**src/rtl/calib_sequencer.sv**
```systemverilog
// calib_sequencer
// Top-level sequencer for the LED calibration pass. Walks the LED ID display
// block through every address bit (bit number 0 = address MSB). For each bit
// it strobes the display, waits for a fully valid frame of that bit, lets the
// camera settle, requests one capture and waits for the decode to finish.
//
// Ports:
//   clk, rst                 clock, synchronous active-high reset
//   start                    one-cycle pulse, begins a pass (IDLE only)
//   abort                    level, forces IDLE on the next edge
//   update_address_bit_num   one-cycle strobe loading address_bit_num_req
//   address_bit_num_req      bit number requested from the display block
//   current_address_bit_num  bit number the display block is showing
//   displayed_frame_valid    LED string fully shows the current bit
//   capture_req/ready        capture request handshake (req held until ready)
//   capture_bit_num          tag for the capture request
//   capture_done             one-cycle pulse, accepted capture decoded
//   busy                     high in every state except IDLE
//   done                     one-cycle pulse at the end of a complete pass
//   error                    sticky timeout flag
module calib_sequencer #(
  parameter int NUM_LEDS          = 50,
  parameter int LED_ADDRESS_WIDTH = $clog2(NUM_LEDS),
  parameter int BIT_NUM_WIDTH     = $clog2($clog2(NUM_LEDS)),
  parameter int SETTLE_CYCLES     = 1000,
  parameter int TIMEOUT_CYCLES    = 2**24
) (
  input  logic                     clk,
  input  logic                     rst,
  input  logic                     start,
  input  logic                     abort,
  output logic                     update_address_bit_num,
  output logic [BIT_NUM_WIDTH-1:0] address_bit_num_req,
  input  logic [BIT_NUM_WIDTH-1:0] current_address_bit_num,
  input  logic                     displayed_frame_valid,
  output logic                     capture_req,
  input  logic                     capture_ready,
  output logic [BIT_NUM_WIDTH-1:0] capture_bit_num,
  input  logic                     capture_done,
  output logic                     busy,
  output logic                     done,
  output logic                     error
);

  localparam int SETTLE_W  = (SETTLE_CYCLES > 1) ? $clog2(SETTLE_CYCLES) : 1;
  localparam int TIMEOUT_W = (TIMEOUT_CYCLES > 1) ? $clog2(TIMEOUT_CYCLES) : 1;

  localparam logic [SETTLE_W-1:0]      SETTLE_LAST  = SETTLE_W'(SETTLE_CYCLES - 1);
  localparam logic [TIMEOUT_W-1:0]     TIMEOUT_LAST = TIMEOUT_W'(TIMEOUT_CYCLES - 1);
  localparam logic [BIT_NUM_WIDTH-1:0] BIT_LAST     = BIT_NUM_WIDTH'(LED_ADDRESS_WIDTH - 1);

  typedef enum logic [2:0] {
    IDLE,
    SET_BIT,
    WAIT_FRAME,
    SETTLE,
    CAPTURE,
    WAIT_DONE,
    NEXT
  } state_t;

  state_t                   state_reg, state_next;
  logic [BIT_NUM_WIDTH-1:0] bit_idx_reg, bit_idx_next;
  logic [SETTLE_W-1:0]      settle_cnt_reg, settle_cnt_next;
  logic [TIMEOUT_W-1:0]     timeout_cnt_reg, timeout_cnt_next;
  logic                     error_reg, error_next;

  always_ff @(posedge clk) begin
    if (rst) begin
      state_reg       <= IDLE;
      bit_idx_reg     <= '0;
      settle_cnt_reg  <= '0;
      timeout_cnt_reg <= '0;
      error_reg       <= 1'b0;
    end else begin
      state_reg       <= state_next;
      bit_idx_reg     <= bit_idx_next;
      settle_cnt_reg  <= settle_cnt_next;
      timeout_cnt_reg <= timeout_cnt_next;
      error_reg       <= error_next;
    end
  end

  always_comb begin
    state_next             = state_reg;
    bit_idx_next           = bit_idx_reg;
    settle_cnt_next        = settle_cnt_reg;
    timeout_cnt_next       = timeout_cnt_reg;
    error_next             = error_reg;
    update_address_bit_num = 1'b0;
    capture_req            = 1'b0;
    done                   = 1'b0;

    case (state_reg)
      IDLE: begin
        if (start) begin
          error_next   = 1'b0;
          bit_idx_next = '0;
          state_next   = SET_BIT;
        end
      end
      SET_BIT: begin
        update_address_bit_num = 1'b1;
        timeout_cnt_next       = '0;
        state_next             = WAIT_FRAME;
      end
      WAIT_FRAME: begin
        // The display reloads on the strobe edge, so a frame still valid from
        // the previous bit carries the old bit number and cannot match here.
        if (displayed_frame_valid && (current_address_bit_num == bit_idx_reg)) begin
          settle_cnt_next = '0;
          state_next      = SETTLE;
        end else if (timeout_cnt_reg == TIMEOUT_LAST) begin
          error_next = 1'b1;
          state_next = IDLE;
        end else begin
          timeout_cnt_next = timeout_cnt_reg + 1'b1;
        end
      end
      SETTLE: begin
        // Losing the frame restarts the wait; the timeout keeps running so a
        // flickering display still ends in an error eventually.
        if (!displayed_frame_valid) begin
          state_next = WAIT_FRAME;
        end else if (settle_cnt_reg == SETTLE_LAST) begin
          state_next = CAPTURE;
        end else begin
          settle_cnt_next = settle_cnt_reg + 1'b1;
        end
      end
      CAPTURE: begin
        capture_req = 1'b1;
        if (capture_ready) begin
          timeout_cnt_next = '0;
          state_next       = WAIT_DONE;
        end
      end
      WAIT_DONE: begin
        if (capture_done) begin
          state_next = NEXT;
        end else if (timeout_cnt_reg == TIMEOUT_LAST) begin
          error_next = 1'b1;
          state_next = IDLE;
        end else begin
          timeout_cnt_next = timeout_cnt_reg + 1'b1;
        end
      end
      NEXT: begin
        if (bit_idx_reg == BIT_LAST) begin
          done       = 1'b1;
          state_next = IDLE;
        end else begin
          bit_idx_next = bit_idx_reg + 1'b1;
          state_next   = SET_BIT;
        end
      end
      default: state_next = IDLE;
    endcase

    // Abort overrides every transition: registers other than the state hold,
    // so error survives and no done pulse escapes.
    if (abort) begin
      state_next       = IDLE;
      bit_idx_next     = bit_idx_reg;
      settle_cnt_next  = settle_cnt_reg;
      timeout_cnt_next = timeout_cnt_reg;
      error_next       = error_reg;
      done             = 1'b0;
    end
  end

  assign address_bit_num_req = bit_idx_reg;
  assign capture_bit_num     = bit_idx_reg;
  assign busy                = (state_reg != IDLE);
  assign error               = error_reg;

endmodule

```
**config.mk**
```make
export PLATFORM = sky130hd
export DESIGN_NAME = calib_sequencer
export DESIGN_NICKNAME = d
export VERILOG_FILES = /design/src/rtl/calib_sequencer.sv
export SDC_FILE = /design/constraint.sdc
export NUM_CORES = 1
export LEC_CHECK = 0
export ABC_CLOCK_PERIOD_IN_PS = 2700
export BUFFER_PORTS_ARGS = -buffer_cell sky130_fd_sc_hd__buf_2
export CORE_UTILIZATION = 35
export DETAILED_ROUTE_END_ITERATION = 10
export SYNTH_ARGS = -nofsm -noshare
export SYNTH_HDL_FRONTEND = slang
export SYNTH_SLANG_ARGS = --single-unit
```
**constraint.sdc**
```tcl
create_clock -name clk -period 2.7 [get_ports clk]
set_input_delay 0.54 -clock clk [delete_from_list [all_inputs] [get_ports clk]]
set_output_delay 0.54 -clock clk [all_outputs]
set_load 0.02 [all_outputs]
```
==> results.yml <==
status:
  status: "finished, final reports clean"
power:
  internal_power_w: 0.0009366
  pwr-share-clk_pct: 43.0
  vdd_drop_max_uv: 196.0
  power_density_nw_per_um2: 433.6
  p_leak_nw: 0.9262
  total_power_w: 0.001209
  pwr-share-seq_pct: 50.5
  pwr-share-comb_pct: 6.5
  switching_share_pct: 22.56
  p_switching_w: 0.0002728
setup_path:
  reg2regPathDepth: 5
  cp_data_required_time_ns: 2.92
  reg2reg_to: "timeout_cnt_reg[6]"
  arrival_ns: 2.60
  criticalPathCategory: "reg2reg"
  r2r_slack_ns: 0.32
  start_kind: "flip-flop"
  critPathMaxFanout: 22
  rr_startpoint: "state_reg[1]"
  endpoint_kind: "flip-flop"
die:
  die_w_um: 85.77
  num_rows: 30
  die-area_um2: 7356
  start_util_pct: 36.15
  pin_count: 21
  core_area_um2: 6794
  fp.dieH_um: 85.77
logic_synthesis:
  synth.area.top_cells: "dfxtp_1 (33%), a21oi_1 (6.7%), o31ai_1 (4.6%), nand2_1 (4.0%), or4_1 (4.0%)"
  ys_types: 54
  synth_seq_area_share_pct: 33.42
  syn-num-nets: 320
  synthDominantCellAreaShare_pct: 33.42
  yosysWarnings: 0
  syn_area_um2: 2456
  ys.flop_type: "dfxtp_1"
  ys_seq_elements: 41
  syn-instance-count: 306
  synthArstFlopShare_pct: 0
  synth_edf_count: 0
  synth_area_leader_cell: "dfxtp_1"
  synth.avg_cell_area_um2: 8.026
detailed_routing:
  top_layer: "met4"
  ant_nets: 0
  drt-pass1-iter-count: 4
  drt_iter0_markers: 104
  route.detailed.drc: 0
  vias_per_cell: 5.792
  drt-met1-wl_mm: 2.923
  drt-total-wl_mm: 5.772
  routedWlPerCell_um: 13.61
  wl_met3_um: 157
  via_count: 2456
  wl_met2_mm: 2.652
sta:
  timing.final.crit_share_pct: 88.13
  min_period_ns: 2.380
  max_slew.worst_pin.slew_ns: 0.8426
  relSlewSlack_pct: 43.39
  max_freq_mhz: 420.2
  hold_violations: 0
  maxSlewViolCount: 0
  fin_setup_tns_ns: 0
  finalSetupViolCount: 0
  rsz0062_at_grt: "no"
  fin_skew_ns: 0.008936
  worst_slack_ns: 0.3204
  hold_slack_ns: 0.4812
worst_hold_path:
  hold_end: "timeout_cnt_reg[11]"
  worstHoldPathType: "reg2reg"
  hold_path_depth: 2
  worstHoldStart: "timeout_cnt_reg[11]"
placed_design:
  gp_congestion: 0.8434
  numPortBuffers: 20
  post-place-ws_ns: 0.3535
  dpl.hpwl_mm: 4.170
cells_and_area:
  largest_reg_flops: 24
  drive_gt1_share_pct: 14.63
  syn2layout_area_growth_pct: 13.55
  diodes: 0
  final_nets: 341
global_routing:
  grt_util_all_layers_pct: 16.65
  grt_pass1_wl_mm: 10.09
  antenna_found_initial: 0
  grt_overflow: 0
  grt_max_degree: 23
  grt_pass1_vias: 2162
cts:
  clock_tree.root_cell: "clkbuf_8"
  clk_path_buf_depth: 2
  cts_tree: "yes"
  postCtsHoldBufs: 0
  clock-sinks: 41
  post_cts_resize_count: 0
  numCtsBuffers: 5
  clk_pin_slew_ns: 0.08
  clkLatencyLatePin_ns: 0.29
  cts_setup_buffers: 0
  cts_max_level: 2
flow_run:
  max-cap-violations: 0
-- cell type report --
class	instances	area [µm²]
multi-input cells	240	1511
fillers	690	4005
flip-flops and latches	41	820.8
repair buffers	33	197.7
clock buffers	7	86.33
well taps	96	120.1
clock inverters	1	30.03
inverters	6	22.52
-- cell usage in the layout (no fill, tap or decap), types with 4 or more instances in the layout --
cell      instances
dfxtp_1          41
buf_4            13
or3_1             7
o21ai_0          12
buf_2            20
and3_1            4
nand3_1          13
o31ai_1          15
ha_1              4
and2_1            4
nor3_1           12
a31oi_1           6
and4_1            5
nand3b_1          4
or4_1            13
nand4b_1          4
nor2_1           17
clkbuf_8          6
a21oi_1          33
nand2_1          26
inv_1             6
nand4_1           9
-- through the flow --
| step | std cells | area, µm² | util, % |
|---|---|---|---|
| 3_5_place_dp | 416 | 2673 | 39.34 |
| 4_1_cts | 424 | 2789 | 41.05 |
| 6_report | 424 | 2789 | 41.05 |
| 2_1_floorplan | 306 | 2456 | - |
| 3_3_place_gp | 416 | 2673 | 39.34 |
| 5_1_grt | 424 | 2789 | 41.05 |
-- cell families (layout without fill, tap and decap cells) --
kind of cell               after synthesis  count (layout)  synth area share (%)
xor gates and xnor gates                 5               5                 1.783
adders and majority gates                4               4                 2.038
buffers and inverters                   25              47                 5.043
AOI/OAI and AO/OA                       90              90                 23.74
muxes                                    1               1                0.4076
and+or+nand+nor                        140             140                 33.57
DFF                                     41              41                 33.42
-- layer usage --
metal  vias up  track usage, %
li1       1234               -
met1      1176           23.48
met2        42           26.47
met3         4           2.695
met4         0           4.242
met5         -               0
-- Yosys cell counts (3+ instances only) --
cell type,n
a211oi_1,3
a21oi_1,33
a31oi_1,6
a41oi_1,3
and2_1,4
and3_1,4
and4_1,5
buf_2,3
buf_4,5
clkbuf_1,10
dfxtp_1,41
ha_1,4
inv_1,6
nand2_1,26
nand3_1,13
nand3b_1,4
nand4_1,9
nand4b_1,4
nor2_1,17
nor2b_1,3
nor3_1,12
nor3b_1,3
nor4_1,3
o2111ai_1,3
o21ai_0,12
o31ai_1,15
or3_1,7
or4_1,13
xnor2_1,3
-- critical path, stage by stage (launching register included) --
cell       delay [ns]
dfxtp_1          0.51
or3b_4           0.46
a2bb2oi_1        0.16
or3_4            0.51
or4_1            0.54
a21oi_1          0.14
-- power groups by stage --
stage | logic [W] | registers, W | clock network (W)
after global routing | 0.0000878 | 0.000612 | 0.000559
after detailed placement | 0.0000787 | 0.000625 | 0
after floorplan | 0.0000535 | 0.000622 | 0
after global placement | 0.0000787 | 0.000625 | 0
final | 0.0000790 | 0.000611 | 0.000520
after CTS | 0.0000789 | 0.000611 | 0.000537
-- how the worst max path moves through the flow --
stage	depth (start not counted)	slack (ns)	from	to
after floorplan	9	0.61	timeout_cnt_reg[0]	timeout_cnt_reg[5]
after global placement	6	0.37	displayed_frame_valid	timeout_cnt_reg[10]
after detailed placement	5	0.35	state_reg[1]	timeout_cnt_reg[10]
after CTS	5	0.33	state_reg[1]	timeout_cnt_reg[6]
after global routing	7	0.16	state_reg[1]	timeout_cnt_reg[9]
final	5	0.32	state_reg[1]	timeout_cnt_reg[6]
Power figures use the tool's default switching activity.
